### src/rtl/bit_position_scanner_pkg.sv
// Shared defaults and state encoding for the bit position scanner.
package bit_scan_pkg;

  localparam int DEF_WIDTH = 8;
  localparam int DEF_POS_W = $clog2(DEF_WIDTH);

  typedef logic state_t;

  localparam state_t ST_IDLE = 1'b0;
  localparam state_t ST_EMIT = 1'b1;

endpackage : bit_scan_pkg

### src/rtl/bit_position_scanner_if.sv
// Word-in / position-out handshake bundle of the bit position scanner.
interface bit_scan_if #(
  parameter int WIDTH = bit_scan_pkg::DEF_WIDTH,
  parameter int POS_W = bit_scan_pkg::DEF_POS_W
);

  logic             in_valid;
  logic             in_ready;
  logic [WIDTH-1:0] data_in;
  logic             match_val;
  logic             pos_valid;
  logic             pos_ready;
  logic [POS_W-1:0] position;
  logic             pos_last;
  logic             pos_none;
  logic [POS_W:0]   count;

  // Producer of words and consumer of positions.
  modport master (
    output in_valid, data_in, match_val, pos_ready,
    input  in_ready, pos_valid, position, pos_last, pos_none, count
  );

  // The scanner itself.
  modport slave (
    input  in_valid, data_in, match_val, pos_ready,
    output in_ready, pos_valid, position, pos_last, pos_none, count
  );

endinterface : bit_scan_if

### src/rtl/bit_position_scanner_lsb_priority_enc.sv
// Lowest-set-bit priority encoder: index of the lowest 1, plus zero and
// single-bit flags. Index reads 0 when the mask is empty.
module lsb_priority_enc #(
  parameter int WIDTH = 8,
  parameter int IDX_W = $clog2(WIDTH)
) (
  input  logic [WIDTH-1:0] i_mask,
  output logic [IDX_W-1:0] o_idx,
  output logic             o_zero,
  output logic             o_single
);

  logic [WIDTH-1:0] w_low_clr;

  assign w_low_clr = i_mask & (i_mask - WIDTH'(1));
  assign o_zero    = (i_mask == '0);
  assign o_single  = !o_zero && (w_low_clr == '0);

  // Scan from the top down so the lowest set bit is the last one written.
  always_comb begin
    o_idx = '0;
    for (int i = WIDTH - 1; i >= 0; i--) begin
      o_idx = i_mask[i] ? IDX_W'(i) : o_idx;
    end
  end

endmodule : lsb_priority_enc

### src/rtl/bit_position_scanner.sv
// Bit position scanner: captures a word, then emits the positions of the
// bits matching match_val in ascending order, one per handshake.
module bit_position_scanner
  import bit_scan_pkg::*;
#(
  parameter int WIDTH = DEF_WIDTH,
  parameter int POS_W = $clog2(WIDTH)
) (
  input  logic     clk,
  input  logic     rst,
  bit_scan_if.slave bus
);

  state_t           r_state;
  state_t           w_state_nxt;
  logic [WIDTH-1:0] r_mask;
  logic [POS_W:0]   r_count;

  logic [WIDTH-1:0] w_new_mask;
  logic [POS_W:0]   w_popcnt;
  logic [POS_W-1:0] w_enc_idx;
  logic             w_enc_zero;
  logic             w_enc_single;

  logic             w_in_ready;
  logic             w_accept;
  logic             w_xfer;
  logic             w_pos_valid;
  logic [POS_W-1:0] w_position;
  logic             w_pos_last;
  logic             w_pos_none;

  lsb_priority_enc #(
    .WIDTH (WIDTH),
    .IDX_W (POS_W)
  ) u_enc (
    .i_mask   (r_mask),
    .o_idx    (w_enc_idx),
    .o_zero   (w_enc_zero),
    .o_single (w_enc_single)
  );

  assign w_new_mask = bus.match_val ? bus.data_in : ~bus.data_in;
  assign w_in_ready = (r_state == ST_IDLE) && !rst;
  assign w_accept   = bus.in_valid && w_in_ready;
  assign w_xfer     = w_pos_valid && bus.pos_ready;

  // Count matches in the word being captured.
  always_comb begin
    w_popcnt = '0;
    for (int i = 0; i < WIDTH; i++) begin
      w_popcnt = w_popcnt + (POS_W + 1)'(w_new_mask[i]);
    end
  end

  // State register.
  always_ff @(posedge clk) begin
    if (rst) begin
      r_state <= ST_IDLE;
    end else begin
      r_state <= w_state_nxt;
    end
  end

  // Next-state: leave EMIT only once the last beat has been taken.
  always_comb begin
    w_state_nxt = r_state;
    case (r_state)
      ST_IDLE: begin
        if (w_accept) begin
          w_state_nxt = ST_EMIT;
        end else begin
          w_state_nxt = ST_IDLE;
        end
      end
      ST_EMIT: begin
        if (w_xfer && w_pos_last) begin
          w_state_nxt = ST_IDLE;
        end else begin
          w_state_nxt = ST_EMIT;
        end
      end
      default: w_state_nxt = ST_IDLE;
    endcase
  end

  // Beat outputs, derived from the remaining mask while emitting.
  always_comb begin
    w_pos_valid = 1'b0;
    w_position  = '0;
    w_pos_last  = 1'b0;
    w_pos_none  = 1'b0;
    case (r_state)
      ST_IDLE: begin
        w_pos_valid = 1'b0;
      end
      ST_EMIT: begin
        w_pos_valid = 1'b1;
        w_position  = w_enc_idx;
        w_pos_last  = w_enc_zero || w_enc_single;
        w_pos_none  = w_enc_zero;
      end
      default: w_pos_valid = 1'b0;
    endcase
  end

  // Remaining-match mask: load on accept, drop the lowest bit per beat.
  always_ff @(posedge clk) begin
    if (rst) begin
      r_mask <= '0;
    end else if (w_accept) begin
      r_mask <= w_new_mask;
    end else if (w_xfer) begin
      r_mask <= r_mask & (r_mask - WIDTH'(1));
    end else begin
      r_mask <= r_mask;
    end
  end

  // Match count of the captured word, held until the next accept.
  always_ff @(posedge clk) begin
    if (rst) begin
      r_count <= '0;
    end else if (w_accept) begin
      r_count <= w_popcnt;
    end else begin
      r_count <= r_count;
    end
  end

  assign bus.in_ready  = w_in_ready;
  assign bus.pos_valid = w_pos_valid;
  assign bus.position  = w_position;
  assign bus.pos_last  = w_pos_last;
  assign bus.pos_none  = w_pos_none;
  assign bus.count     = r_count;

endmodule : bit_position_scanner
### src/flat_wrapper.sv
// flat-port wrapper written by rule: the top's interface ports become plain ports
module bit_position_scanner_flat import bit_scan_pkg::*;
#(
  parameter int WIDTH = DEF_WIDTH,
  parameter int POS_W = $clog2(WIDTH)
)
  (clk, rst, bus_in_valid, bus_data_in, bus_match_val, bus_pos_ready, bus_in_ready, bus_pos_valid, bus_position, bus_pos_last, bus_pos_none, bus_count);
  bit_scan_if #(.WIDTH(WIDTH), .POS_W(POS_W)) bus_i ();
  input  logic clk;
  input  logic rst;
  input wire logic [$bits(bus_i.in_valid)-1:0] bus_in_valid;
  input wire logic [$bits(bus_i.data_in)-1:0] bus_data_in;
  input wire logic [$bits(bus_i.match_val)-1:0] bus_match_val;
  input wire logic [$bits(bus_i.pos_ready)-1:0] bus_pos_ready;
  output wire logic [$bits(bus_i.in_ready)-1:0] bus_in_ready;
  output wire logic [$bits(bus_i.pos_valid)-1:0] bus_pos_valid;
  output wire logic [$bits(bus_i.position)-1:0] bus_position;
  output wire logic [$bits(bus_i.pos_last)-1:0] bus_pos_last;
  output wire logic [$bits(bus_i.pos_none)-1:0] bus_pos_none;
  output wire logic [$bits(bus_i.count)-1:0] bus_count;
  assign bus_i.in_valid = bus_in_valid;
  assign bus_i.data_in = bus_data_in;
  assign bus_i.match_val = bus_match_val;
  assign bus_i.pos_ready = bus_pos_ready;
  assign bus_in_ready = bus_i.in_ready;
  assign bus_pos_valid = bus_i.pos_valid;
  assign bus_position = bus_i.position;
  assign bus_pos_last = bus_i.pos_last;
  assign bus_pos_none = bus_i.pos_none;
  assign bus_count = bus_i.count;
  bit_position_scanner #(.WIDTH(WIDTH), .POS_W(POS_W)) u_core (.clk(clk), .rst(rst), .bus(bus_i));
endmodule
### config.mk
export PLATFORM = sky130hd
export DESIGN_NAME = bit_position_scanner_flat
export DESIGN_NICKNAME = d
export VERILOG_FILES = /design/src/rtl/bit_position_scanner_pkg.sv /design/src/rtl/bit_position_scanner_if.sv /design/src/rtl/bit_position_scanner_lsb_priority_enc.sv /design/src/rtl/bit_position_scanner.sv /design/src/flat_wrapper.sv
export SDC_FILE = /design/constraint.sdc
export NUM_CORES = 1
export LEC_CHECK = 0
export BUFFER_PORTS_ARGS = -buffer_cell sky130_fd_sc_hd__buf_2
export CORE_ASPECT_RATIO = 0.5
export CORE_MARGIN = 2
export CORE_UTILIZATION = 30
export CTS_CLUSTER_SIZE = 14
export DETAILED_ROUTE_END_ITERATION = 16
export SYNTH_ARGS = -nofsm -noshare
export SYNTH_HDL_FRONTEND = slang
export SYNTH_SLANG_ARGS = --single-unit
### constraint.sdc
create_clock -name clk -period 2.5 [get_ports clk]
set_input_delay 0 -clock clk [delete_from_list [all_inputs] [get_ports clk]]
set_output_delay 0 -clock clk [all_outputs]
set_load 0.1 [all_outputs]
# Word level (Yosys, flattened, before mapping)
# Index checks and enable logic that the tools add are counted.
[totals]
out_inout_bits = 11
register_bits = 13
elab_cells = 43
[classes]
n_bitwise = 3
mux = 18
n_reduce_logical = 11
add_sub_neg = 8
[ops]
columns = ["cell", "n"]
rows = [
  ["$mux 3", 9],
  ["$add 4x1->4", 6],
  ["$mux 8", 3],
  ["$logic_not 8->1", 2],
  ["$and 8x8->8", 1],
  ["$not 8->8", 1],
  ["$sub 8x1->8 const B", 1],
  ["$logic_and 1x1->1", 5],
  ["$mux 1", 4],
  ["$pmux 1 s2", 2],
  ["$add 1x1->2", 1],
  ["$logic_not 1->1", 2],
  ["$reduce_bool 2->1", 1],
  ["$logic_or 1x1->1", 1],
  ["$not 1->1", 1],
]

# Longest topological paths before layout
[depth]
ltp_word = 9
mapped_depth = 10
ltp_nobuf = 9

# Hierarchy
# A second synthesis with hierarchy kept.
[hier_totals]
hier_cells = 112
hier_area_um2 = 1042.2
[by_module_without_submodules]
columns = ["module", "area_each_um2", "cells_each", "n_inst", "seq_area_each_um2"]
rows = [
  ["bit_position_scanner", 873.3, 88, 1, 260.2],
  ["lsb_priority_enc", 168.9, 24, 1, 0.0],
]

# Least setup slack after synthesis
# Ideal clock, no wire load.
[synth_path]
path_kind = "register to output"
from = "register u_core.r_state"
to = "output bus_position[2]"
t_arrival_ps = 2790
path_buffers = 1
setup_slack_ps = -290
path_stages_with_launch = 4
required_time_ps = 2500
cell_sequence = "dfxtp_1 -> buf_4 -> nand3_1 -> a21oi_1"
[synth_between]
elab_chain_cells = 1
[synth_rtl]
columns = ["item", "line", "source"]
rows = [
  ["start, declared", "bit_position_scanner.sv:14", "state_t r_state;"],
  ["start signal, assigned", "bit_position_scanner.sv:61", "r_state <= w_state_nxt;"],
  ["$mux 3", "bit_position_scanner.sv:93", "case (r_state)"],
  ["end, declared", "flat_wrapper.sv:17", "output wire logic [$bits(bus_i.position)-1:0] bus_position;"],
]
# Every way passes these cells.

# Worst setup path after layout
[layout_path]
from = "input bus_match_val"
to = "register u_core.r_count[1] (netlist: u_core.bus.count[1])"
[layout_between]
elab_chain_cells = 8
[layout_rtl]
columns = ["item", "line", "source"]
rows = [
  ["start, declared", "flat_wrapper.sv:13", "input wire logic [$bits(bus_i.match_val)-1:0] bus_match_val;"],
  ["$mux 8 (*)", "bit_position_scanner.sv:43", "assign w_new_mask = bus.match_val ? bus.data_in : ~bus.data_in;"],
  ["$add 1x1->2", "bit_position_scanner.sv:52", "w_popcnt = w_popcnt + (POS_W + 1)'(w_new_mask[i]);"],
  ["$add 4x1->4 (5 in series)", "bit_position_scanner.sv:52", ""],
  ["$add 4x1->4 (*)", "bit_position_scanner.sv:52", ""],
  ["end signal, assigned", "bit_position_scanner.sv:125", "r_count <= w_popcnt;"],
  ["end signal, assigned", "bit_position_scanner.sv:127", "r_count <= r_count;"],
  ["end, declared", "bit_position_scanner.sv:17", "logic [POS_W:0] r_count;"],
]
# Every way passes the cells marked *; elsewhere a longest branch is shown, timed or not.
# A chain may end at the register's enable or synchronous reset.

==> impl_metrics.py <==
metrics = {
    "flow_run": {
        "cap_violations": 0,
    },
    "placement": {
        "place_area_mm2": 0.00111,
        "gp_congestion": 0.843,
        "hpwl_mm": 1.58,
        "port_buffers": 23,
        "place_ws_ns": -0.0838,
        "placedCellCount": 176,
    },
    "sta": {
        "setup_violations": 0,
        "hold_viol": 0,
        "finClkSkew_ns": 0.00280,
        "holdWs_ns": 0.0413,
        "period_share_pct": 92.5,
        "setup_slack_ns": 0.189,
        "rsz0062_at_grt": "no",
        "worst_pin_slew_ns": 0.674,
        "period_minus_slack_ns": 2.31,
        "slew_headroom_pct": 54.8,
        "slew_viol_final": 0,
        "fmax_mhz": 433,
    },
    "power_and_ir_drop": {
        "ir_worst_vdd_uv": 243,
        "leakage_nw": 0.489,
        "power_density_mw_per_mm2": 696,
        "total_power_mw": 0.806,
    },
    "synth": {
        "synth.distinct_cells": 32,
        "synth_top_area_cell": "dfxtp_1",
        "synth-seq-cells": 13,
        "ys_warn_count": 0,
        "synth_area_leaders": "dfxtp_1, fa_1, a21oi_1",
        "synth.avg_cell_area_um2": 8.11,
        "seq_area_frac_synth_pct": 27.9,
        "netlist_instances": 115,
        "synth_top_area_share_pct": 27.9,
        "synthesis.area_um2": 932,
        "synth_nets": 134,
    },
    "critical_path": {
        "worst-endpoint-required_ns": 2.66,
        "crit_start": "bus_match_val",
        "endpoint_kind": "flop",
        "slowest_delay_ns": 0.54,
        "critPathMostFrequentCell": "fa_1",
        "reg2reg_to": "u_core.r_mask[2]",
        "r2r_slack_ns": 1.03,
        "cp-start-kind": "input pin",
        "r2r-start": "u_core.r_state",
        "crit_chain": "buf_2 > xor2_2 > fa_1 > fa_1 > inv_1 > fa_2 > inv_1 > fa_1 > a211oi_2",
        "r2r.worst_path.cells": 4,
        "criticalPathCategory": "in -> reg",
        "path_max_fanout": 3,
        "arrival_ns": 2.48,
        "cp_slowest_cell": "fa_1",
        "cp-endpoint": "u_core.bus.count[1]",
    },
    "floorplanning": {
        "die_w_um": 82.8,
        "dieArea_mm2": 0.00360,
        "coreArea_mm2": 0.00298,
        "die_h_um": 43.4,
        "rows": 14,
        "ios": 24,
        "initial_core_util_pct": 31.3,
    },
    "status": {
        "status": "finished clean",
    },
    "cts": {
        "cts_tree": "done",
        "cts.sinks": 13,
        "cts_setup_buffers": 0,
        "numCtsBuffers": 3,
        "clockRootBuffer": "clkbuf_8",
        "clk_pin_slew_worst_paths_ns": 0.06,
        "post_cts_resized": 0,
        "hold_buffers": 0,
        "htree_levels": 1,
        "insertion_delay_ns": 0.24,
        "clk_path_buf_depth": 2,
    },
    "finish": {
        "finalNetCount": 160,
        "areaGrowthSynthToFinish_pct": 24.2,
        "stdcell_area_mm2": 0.00116,
        "drive_gt1_share_pct": 30.0,
        "diodes": 0,
        "final_cell_mix": "buf_2, dfxtp_1, nand2_1",
        "stdcell_count": 180,
        "fill_cells": 342,
        "layout_commonest_cell": "buf_2",
    },
    "global_route": {
        "grt_first_pass_wirelength_mm": 3.19,
        "grt_overflow": 0,
        "antenna_found_initial": 0,
        "grt_usage_pct": 11.4,
        "grt_max_degree": 14,
        "grt_pass1_vias": 702,
    },
    "hold_path": {
        "hold_depth": 3,
        "hp-class": "in -> reg",
    },
    "routing": {
        "via_count": 847,
        "vias_per_cell": 4.71,
        "routed_wl_mm": 1.96,
        "drc": 0,
        "drtPass1Iterations": 4,
        "drt-initial-drc-count": 61,
        "ant_nets": 0,
        "routedWlPerCell_um": 10.9,
    },
}
cell type report:
type	instances	area [um2]	area share, %
Multi-Input combinational cell	87	623	53.8
Tap cell	40	50.0	4.32
Inverter	9	33.8	2.92
Sequential cell	13	260	22.5
Timing Repair Buffer	27	145	12.5
Clock buffer	4	45.0	3.89
Yosys cell counts:
| library cell | n |
|---|---|
| a21oi_1 | 14 |
| dfxtp_1 | 13 |
| nand2_1 | 12 |
| inv_1 | 9 |
| nor2_1 | 9 |
| nand3_1 | 7 |
| xnor2_1 | 5 |
| xor2_1 | 5 |
| buf_4 | 4 |
| fa_1 | 4 |
| nand2b_1 | 4 |
| o21ai_1 | 4 |
| o211ai_1 | 3 |
| and2_1 | 2 |
| ha_1 | 2 |
| nor2_2 | 2 |
| a2111o_1 | 1 |
| a211oi_1 | 1 |
| a211oi_2 | 1 |
| a22oi_2 | 1 |
| a2bb2oi_1 | 1 |
| a32o_1 | 1 |
| buf_2 | 1 |
| buf_6 | 1 |
| nand4_1 | 1 |
| nor3_1 | 1 |
| nor3b_2 | 1 |
| o2111ai_1 | 1 |
| o21ai_0 | 1 |
| o21bai_1 | 1 |
| o311ai_1 | 1 |
| or3_1 | 1 |
registers in the layout, summed over array words and instances (netlist names):
register and flops:
u_core.bus.count 4, u_core.r_mask 8, u_core.r_state 1
routing by layer:
layer | part of all wire (%) | track usage, % | up-vias
met5 | 0 | 0 | -
met4 | 0 | 4.92 | 0
met3 | 3.8 | 3.24 | 0
met2 | 46 | 18.2 | 17
met1 | 50 | 14.9 | 385
li1 | - | - | 445
cell families after synthesis:
kind of cell | Yosys count | synth area share (%)
adder cells (fa/ha/maj) | 6 | 11.3
AND/OR/NAND/NOR | 40 | 20.8
flip-flops | 13 | 27.9
XOR/XNOR | 10 | 9.40
buffers and inverters | 15 | 8.59
AO/OA/AOI/OAI | 31 | 22.0
how the worst min path moves through the flow:
stage,from,end,slack (ns)
floorplan,bus_in_valid,u_core.r_state,0.17
global placement,bus_in_valid,u_core.r_state,0.30
detailed placement,bus_in_valid,u_core.r_state,0.30
CTS,bus_in_valid,u_core.r_state,0.04
global route,bus_in_valid,u_core.r_state,0.06
finish,bus_in_valid,u_core.r_state,0.04
per-stage QoR:
step / setup TNS (ns) / util (%)
3_3_place_gp: -0.0185 / 37.4
4_1_cts: 0 / 38.9
6_report: 0 / 38.9
2_1_floorplan: 0 / -
3_5_place_dp: -0.0838 / 37.4
5_1_grt: 0 / 38.9
report_power, final:
group          leakage (nW)  internal (mW)  switching, mW
Sequential            0.106          0.226         0.0181
Combinational         0.360          0.108          0.264
Clock                0.0228          0.113         0.0780
Total                 0.489          0.446          0.360
worst max-delay path, delay by kind of cell:
family	cells	cell delay, ns
fa+ha+maj	4	1.83
buf+inv	3	0.26
xor+xnor	1	0.19
compound gates	1	0.19
No activity file was read; power rests on OpenSTA's default activity.
